### src/rtl/display_pkg.sv
// Shared display types and screen geometry, used by the plot buffer and by the
// map and character display controllers.
package display_pkg;

  localparam int unsigned SCREEN_W = 160;
  localparam int unsigned SCREEN_H = 120;

  typedef logic [2:0] color_t;

  typedef struct packed {
    logic [7:0] x;
    logic [7:0] y;
    color_t     color;
  } plot_t;

endpackage

### src/rtl/plot_fifo_mem.sv
// Register-array storage for the plot buffer: one synchronous write port and
// one asynchronous read port. Contents are not reset.
module plot_fifo_mem
  import display_pkg::*;
#(
  parameter int unsigned DEPTH = 16,
  parameter int unsigned AW    = $clog2(DEPTH)
) (
  input  logic          clock_50,
  input  logic          we,
  input  logic [AW-1:0] waddr,
  input  plot_t         wdata,
  input  logic [AW-1:0] raddr,
  output plot_t         rdata
);

  plot_t mem [DEPTH];

  // Write the addressed entry on the clock edge
  always_ff @(posedge clock_50) begin
    if (we) mem[waddr] <= wdata;
  end

  assign rdata = mem[raddr];

endmodule

### src/rtl/vga_plot_buffer.sv
// Elastic plot buffer between the display plot mux and the VGA adapter
// framebuffer write port. Off-screen requests are clipped and counted,
// overflow requests are dropped and counted, accepted pixels drain in order
// under a valid/ready handshake with show-ahead outputs.
// Optional build macro: PLOT_COALESCE_EN (merge a repeated (x,y) push into
// the most recently queued entry instead of allocating a new one).
module vga_plot_buffer #(
  parameter int unsigned DEPTH    = 16,
  parameter int unsigned SCREEN_W = display_pkg::SCREEN_W,
  parameter int unsigned SCREEN_H = display_pkg::SCREEN_H,
  parameter int unsigned CNT_W    = 16
) (
  input  logic                     clock_50,
  input  logic                     resetn,
  input  logic                     in_plot,
  input  logic [7:0]               in_x,
  input  logic [7:0]               in_y,
  input  logic [2:0]               in_color,
  output logic                     in_ready,
  output logic                     fb_plot,
  output logic [7:0]               fb_x,
  output logic [7:0]               fb_y,
  output logic [2:0]               fb_color,
  input  logic                     fb_ready,
  output logic [$clog2(DEPTH):0]   level,
  output logic [CNT_W-1:0]         drop_cnt,
  output logic [CNT_W-1:0]         clip_cnt
);

  import display_pkg::*;

  localparam int unsigned AW = $clog2(DEPTH);
  localparam int unsigned LW = AW + 1;

  logic [AW-1:0] wr_ptr;
  logic [AW-1:0] rd_ptr;
  logic [AW-1:0] waddr;
  plot_t         wdata;
  plot_t         head;
  plot_t         last_pop;
  logic          in_range;
  logic          push_req;
  logic          full;
  logic          pop;
  logic          alloc;
  logic          drop;
  logic          clip;
  logic          coalesce;

  assign in_range = ({24'd0, in_x} < SCREEN_W) && ({24'd0, in_y} < SCREEN_H);
  assign push_req = in_plot && in_range;
  assign clip     = in_plot && !in_range;
  assign full     = (level == LW'(DEPTH));
  assign fb_plot  = (level != '0);
  assign in_ready = !full;
  assign pop      = fb_plot && fb_ready;
  assign wdata    = '{x: in_x, y: in_y, color: in_color};

`ifdef PLOT_COALESCE_EN
  logic [7:0] tail_x;
  logic [7:0] tail_y;

  // While anything is queued, the most recently written entry is the tail.
  // It cannot be merged into if it is also the head leaving this cycle.
  assign coalesce = push_req && fb_plot &&
                    (tail_x == in_x) && (tail_y == in_y) &&
                    !((level == LW'(1)) && pop);
  assign waddr    = coalesce ? (wr_ptr - AW'(1)) : wr_ptr;

  // Remember the coordinates of the most recently allocated entry
  always_ff @(posedge clock_50 or negedge resetn) begin
    if (!resetn) begin
      tail_x <= '0;
      tail_y <= '0;
    end else if (alloc) begin
      tail_x <= in_x;
      tail_y <= in_y;
    end
  end
`else
  assign coalesce = 1'b0;
  assign waddr    = wr_ptr;
`endif

  // A full buffer drops even when the head leaves this same cycle
  assign alloc = push_req && !coalesce && !full;
  assign drop  = push_req && !coalesce && full;

  plot_fifo_mem #(
    .DEPTH (DEPTH),
    .AW    (AW)
  ) u_mem (
    .clock_50 (clock_50),
    .we       (alloc || coalesce),
    .waddr    (waddr),
    .wdata    (wdata),
    .raddr    (rd_ptr),
    .rdata    (head)
  );

  // Pointer and occupancy bookkeeping
  always_ff @(posedge clock_50 or negedge resetn) begin
    if (!resetn) begin
      wr_ptr <= '0;
      rd_ptr <= '0;
      level  <= '0;
    end else begin
      if (alloc) wr_ptr <= wr_ptr + AW'(1);
      if (pop)   rd_ptr <= rd_ptr + AW'(1);
      level <= level + LW'(alloc) - LW'(pop);
    end
  end

  // Hold the last popped pixel so the outputs stay stable while empty
  always_ff @(posedge clock_50 or negedge resetn) begin
    if (!resetn) begin
      last_pop <= '0;
    end else if (pop) begin
      last_pop <= head;
    end
  end

  // Saturating clip and drop counters
  always_ff @(posedge clock_50 or negedge resetn) begin
    if (!resetn) begin
      drop_cnt <= '0;
      clip_cnt <= '0;
    end else begin
      if (drop && (drop_cnt != '1)) drop_cnt <= drop_cnt + CNT_W'(1);
      if (clip && (clip_cnt != '1)) clip_cnt <= clip_cnt + CNT_W'(1);
    end
  end

  // Show-ahead head outputs
  always_comb begin
    fb_x     = last_pop.x;
    fb_y     = last_pop.y;
    fb_color = last_pop.color;
    if (fb_plot) begin
      fb_x     = head.x;
      fb_y     = head.y;
      fb_color = head.color;
    end
  end

endmodule
### config.mk
export PLATFORM = sky130hd
export DESIGN_NAME = vga_plot_buffer
export DESIGN_NICKNAME = d
export VERILOG_FILES = /design/src/rtl/display_pkg.sv /design/src/rtl/plot_fifo_mem.sv /design/src/rtl/vga_plot_buffer.sv
export SDC_FILE = /design/constraint.sdc
export NUM_CORES = 1
export LEC_CHECK = 0
export BUFFER_PORTS_ARGS = -buffer_cell sky130_fd_sc_hd__clkbuf_2
export CORE_MARGIN = 10
export CORE_UTILIZATION = 50
export CTS_BUF_LIST = sky130_fd_sc_hd__clkbuf_16
export CTS_CLUSTER_DIAMETER = 40
export DETAILED_ROUTE_END_ITERATION = 10
export GPL_TIMING_DRIVEN = 0
export PLACE_DENSITY = 0.67
export SYNTH_ARGS = -nofsm -noshare
export SYNTH_HDL_FRONTEND = slang
export SYNTH_SLANG_ARGS = --single-unit
### constraint.sdc
create_clock -name clock_50 -period 4 [get_ports clock_50]
set_clock_uncertainty 0.2 [all_clocks]
set_input_delay 1.2 -clock clock_50 [delete_from_list [all_inputs] [get_ports clock_50]]
set_output_delay 1.2 -clock clock_50 [all_outputs]
set_load 0.01 [all_outputs]
Yosys cells after proc, flatten, opt, wreduce, memory -nomap -nowiden
Memory sizes are Yosys's and may differ from the RTL's. Index checks and enable logic that the tools add are counted.

Flip-flop bits (word level): 64. Latch bits: 0. Memory bits (writable): 304. ROM bits: 0. Bits of input ports: 23. Output and inout port bits: 58. Logic and storage cells: 36. Memories kept: 1.

$add $sub $neg: 6. Multiply operators: 0. Divide/modulo/power cells: 0. Magnitude comparators: 2. Equality and inequality tests: 3. Shifts and indexed selects: 0. Mux-type cells: 5. Bitwise gates (word level): 0. Reduce and logical (&&, ||, !) cells: 11.

Memory list: u_mem.mem (words 16, bits a word 19, read ports 1, clocked after Yosys merged registers in 0, write ports 1, RTL line plot_fifo_mem.sv:17) `plot_t mem [DEPTH];`.

Operators with widths (count): $add A16 B1 Y16 const B (2); $ne A16 B16 Y1 const B (2); $mux W8 (2); $add A4 B1 Y4 const B (2); $logic_and A1 B1 Y1 (8); $lt A8 B7 Y1 const B (1); $lt A8 B8 Y1 const B (1); $add A5 B1 Y5 (1); $eq A5 B5 Y1 const B (1); $reduce_bool A5 Y1 (1); $sub A5 B1 Y5 (1); $mux W3 (1); $logic_not A1 Y1 (2); $mux W1 (2).

Longest topological paths before layout
Depth in word-level cells: 6. Depth in mapped cells: 15. Gate-level depth less buffers: 15.

Hierarchy
From an unflattened synthesis, not the netlist that was laid out.

Cells, all modules: 795. Area total of the unflattened synthesis: 14630.3 um^2.

Modules (own cells, without submodules): plot_fifo_mem (instances 1, cells each 488, area an instance 11464.7 um^2); vga_plot_buffer (instances 1, cells each 307, area an instance 3165.5 um^2).

Least setup slack after synthesis
OpenSTA, ideal clock, no wires.

Path kind: input to register. Start: input in_x[5]. End: memory u_mem.mem[3][0] in the netlist's numbering (enable). Library setup time: 0.419 ns. Arrival: 3.452 ns. Required time: 3.381 ns. Path slack: -0.071 ns. Cell stages on the path: 5. Path buffers: 0. Path through: o21ai_0 > nand3_1 > nor2_1 > nand2_1 > nor3_1.

Word-level cells in the longest chain between the ends: 6.

Ends and longest elaborated chain: start, declared (RTL line vga_plot_buffer.sv:16) `input logic [7:0] in_x,`; $lt A8 B8 Y1 (RTL line vga_plot_buffer.sv:50) `assign in_range = ({24'd0, in_x} < SCREEN_W) && ({24'd0, in_y} < SCREEN_H);`; $logic_and A1 B1 Y1 (RTL line vga_plot_buffer.sv:50); $logic_and A1 B1 Y1 (RTL line vga_plot_buffer.sv:51) `assign push_req = in_plot && in_range;`; $logic_and A1 B1 Y1 (RTL line vga_plot_buffer.sv:86) `assign alloc = push_req && !coalesce && !full;`; $mux W1 (RTL line plot_fifo_mem.sv:21) `if (we) mem[waddr] <= wdata;`; $mux W1 (implied by the code) (RTL line plot_fifo_mem.sv:21); end, declared (RTL line plot_fifo_mem.sv:17).

Every way passes these cells.

Final worst setup path
Start: register rd_ptr[2]. End: output fb_color[2].

Word-level cells in the longest chain between the ends: 2.

Ends and longest elaborated chain: start, declared (RTL line vga_plot_buffer.sv:36) `logic [AW-1:0] rd_ptr;`; start signal, assigned (RTL line vga_plot_buffer.sv:109) `if (pop) rd_ptr <= rd_ptr + AW'(1);`; $mem_v2 Z16 W19; $mux W3 (RTL line vga_plot_buffer.sv:139) `if (fb_plot) begin`; end, declared (RTL line vga_plot_buffer.sv:23) `output logic [2:0] fb_color,`.

Every way passes these cells.

==> results.sh <==
export IMPL_final_hold_viol_count=0
export IMPL_drcViolationCount=0
export IMPL_max_cap_violations=0
export IMPL_drive_above_1_share_pct=30.81
export IMPL_clk_pin_slew_ns=0.06
export IMPL_critPathRequiredTime_ns=2.60
export IMPL_min_from="clip_cnt[11]"
export IMPL_grt_pass1_vias=8463
export IMPL_dp_cells=1305
export IMPL_status="finished, final reports clean"
export IMPL_path_buf_inv=3
export IMPL_dr_pass1_iters=7
export IMPL_core_area_um2=29560
export IMPL_setup_tns_ns=0
export IMPL_area_growth_pct=21.15
export IMPL_final_setup_viol_count=0
export IMPL_synth_seq_cells=368
export IMPL_synthArstFlopShare_pct=17.39
export IMPL_fill_cells=2110
export IMPL_period_share_pct=97.99
export IMPL_synth_fp_nets=857
export IMPL_port_buffer_count=80
export IMPL_vias_per_cell=5.905
export IMPL_root_buffer="clkbuf_16"
export IMPL_netlist_area_leader_share_pct=60.96
export IMPL_dieWidth_um=193.1
export IMPL_period_needed_ns=3.920
export IMPL_multi_input_comb_area_um2=4105
export IMPL_cts_buffers=48
export IMPL_cp_start_kind="flip-flop"
export IMPL_yosys_warnings=0
export IMPL_crit_path_end_kind="output pin"
export IMPL_path_cells="buf_12 -> buf_12 -> mux4_1 -> mux2_2 -> nand2_1 -> nand3_1 -> clkbuf_2"
export IMPL_worstHoldPathType="reg2reg"
export IMPL_synth_top_cell_by_area="edfxtp_1"
export IMPL_regArea_um2=10730
export IMPL_p_leak_nw=6.678
export IMPL_cp_slowest_stage_delay_ns=0.58
export IMPL_antenna_found_initial=0
export IMPL_post_drt_wl_per_cell_um=25.33
export IMPL_layoutNonFillerInstCount=1406
export IMPL_overflow=0
export IMPL_grt_first_pass_wirelength_um=52890
export IMPL_avgSynthCellArea_um2=18.26
export IMPL_clock_path_buffers=3
export IMPL_ir_drop_mv=0.4314
export IMPL_die_h_um=193.1
export IMPL_worstSetupPathType="reg2out"
export IMPL_slowest_stage="mux4_1"
export IMPL_maxSlewHeadroom_pct=41.18
export IMPL_r2r_start="level[2]"
export IMPL_startpoint="rd_ptr[2]"
export IMPL_netlist_top_cells_area="edfxtp_1 61%, dfrtp_1 11%, mux4_2 6.5%"
export IMPL_hold_ws_ns=0.2922
export IMPL_num_vias=8303
export IMPL_power_density_nw_per_um2=702.0
export IMPL_ant_nets=0
export IMPL_crit_fanout=9
export IMPL_totalWireLength_um=35620
export IMPL_initial_core_util_pct=50.66
export IMPL_post_place_ws_ns=-0.6447
export IMPL_ys_seq_area_share_pct=71.66
export IMPL_synth_area_um2=14970
export IMPL_worst_slew_pin_slew_ns=0.8802
export IMPL_clock_sinks=368
export IMPL_synth_flop_cell="edfxtp_1"
export IMPL_arrival_ns=2.52
export IMPL_timing_final_max_slew_violations=0
export IMPL_grt_max_degree=55
export IMPL_synthDistinctLibCells=43
export IMPL_place_gp_congestion=0.7997
export IMPL_htreeDepth=2
export IMPL_fin_nets=1015
export IMPL_dp_hpwl_um=22980
export IMPL_insertion_delay_ns=0.53
export IMPL_hold_buffers=0
export IMPL_cp_top_family="multiplexers"
export IMPL_cts_tree="done"
export IMPL_grt_usage_pct=19.16
export IMPL_setup_slack_ns=0.08027
export IMPL_die_area_um2=37270
export IMPL_row_count=63
export IMPL_cpMostUsedCell="buf_12"
export IMPL_synth_edf_count=304
export IMPL_num_antenna_cells=0
export IMPL_synthCells=820
export IMPL_ios=81
export IMPL_drt_iter0_markers=857
export IMPL_fmax_ghz=0.2551
==> per-stage QoR <==
step	instance area, um2	utilization, %	total power [mW]
global route	18140	61.37	13.29
floorplan	14990	-	7.096
global placement	15880	53.73	8.271
detailed placement	16280	55.08	8.426
finish	18140	61.37	12.74
CTS	17920	60.62	12.55
==> cell type report <==
cell class | count | share of cell area, %
Buffer | 34 | 2.000
Clock buffer | 49 | 6.759
Clock inverter | 39 | 1.724
Inverter | 14 | 0.2897
Multi-Input combinational cell | 404 | 22.63
Sequential cell | 368 | 59.15
Tap cell | 390 | 2.690
Timing Repair Buffer | 108 | 4.759
==> power by group <==
group	internal, mW	switching [mW]	total [mW]	leakage (nW)
Clock	2.44	1.59	4.04	0.783
Sequential	4.46	0.190	4.65	3.56
Combinational	1.83	2.23	4.05	2.34
==> synth_stat cells, types with 9 or more instances <==
library cell / instances
a22oi_1: 54
buf_6: 9
mux4_2: 43
edfxtp_1: 304
buf_2: 9
nand2_1: 79
mux2_2: 21
mux4_1: 31
dfrtp_1: 64
nand3_1: 30
ha_1: 13
nor2_1: 28
inv_1: 14
xnor2_1: 22
xor2_1: 18
==> state kept, by name (all words and copies together) (netlist names) <==
signal	flops
rd_ptr	4
level	5
last_pop	19
waddr	4
clip_cnt	16
drop_cnt	16
u_mem.mem	304
==> metal layers <==
metal	wire, um	vias to the layer above	track usage [%]
met3	2407	54	3.489
met1	14600	4304	25.77
met4	626	0	5.118
li1	-	3601	-
met5	0	-	0
met2	17980	344	31.69
==> final timing paths <==
path / slack [ns] / depth (start not counted) / end
setup / recovery: 0.08 / 7 / fb_color[2]
hold / removal: 0.29 / 1 / clip_cnt[11]
setup reg to reg: 0.69 / 7 / u_mem.mem[11][0]
hold reg to reg: 0.29 / 1 / clip_cnt[11]
max in group asynchronous: 2.68 / 2 / last_pop[13]
min in group asynchronous: 0.36 / 1 / last_pop[0]
==> cell usage in the layout (no fill, tap or decap), types with 21 or more instances in the layout <==
master     netlist  layout
a22oi_1         54      52
clkbuf_16        0      50
clkbuf_2         0      78
dfrtp_1         64      64
edfxtp_1       304     304
inv_1           14      22
mux2_2          21      21
mux4_1          31      31
mux4_2          43      43
nand2_1         79      79
nand3_1         30      29
xnor2_1         22      22
==> logic make-up (layout without fill, tap and decap cells) <==
| group | Yosys count | in the layout | share of synthesized area [%] |
|---|---|---|---|
| fa+ha+maj | 14 | 14 | 1.220 |
| compound gates | 71 | 71 | 3.443 |
| xor+xnor | 40 | 40 | 2.340 |
| simple gates | 182 | 182 | 5.765 |
| buf+inv | 48 | 244 | 1.955 |
| flops | 368 | 368 | 71.66 |
| mux | 97 | 97 | 13.62 |
==> timing repair <==
| action | 4_1_cts | 5_1_grt |
|---|---|---|
| gates cloned | 0 | 1 |
| setup endpoints to repair | 54 | 24 |
| setup buffers | 2 | 10 |
| pin swaps | 0 | 6 |
| resized for setup | 28 | 30 |
Power figures use the tool's default switching activity.
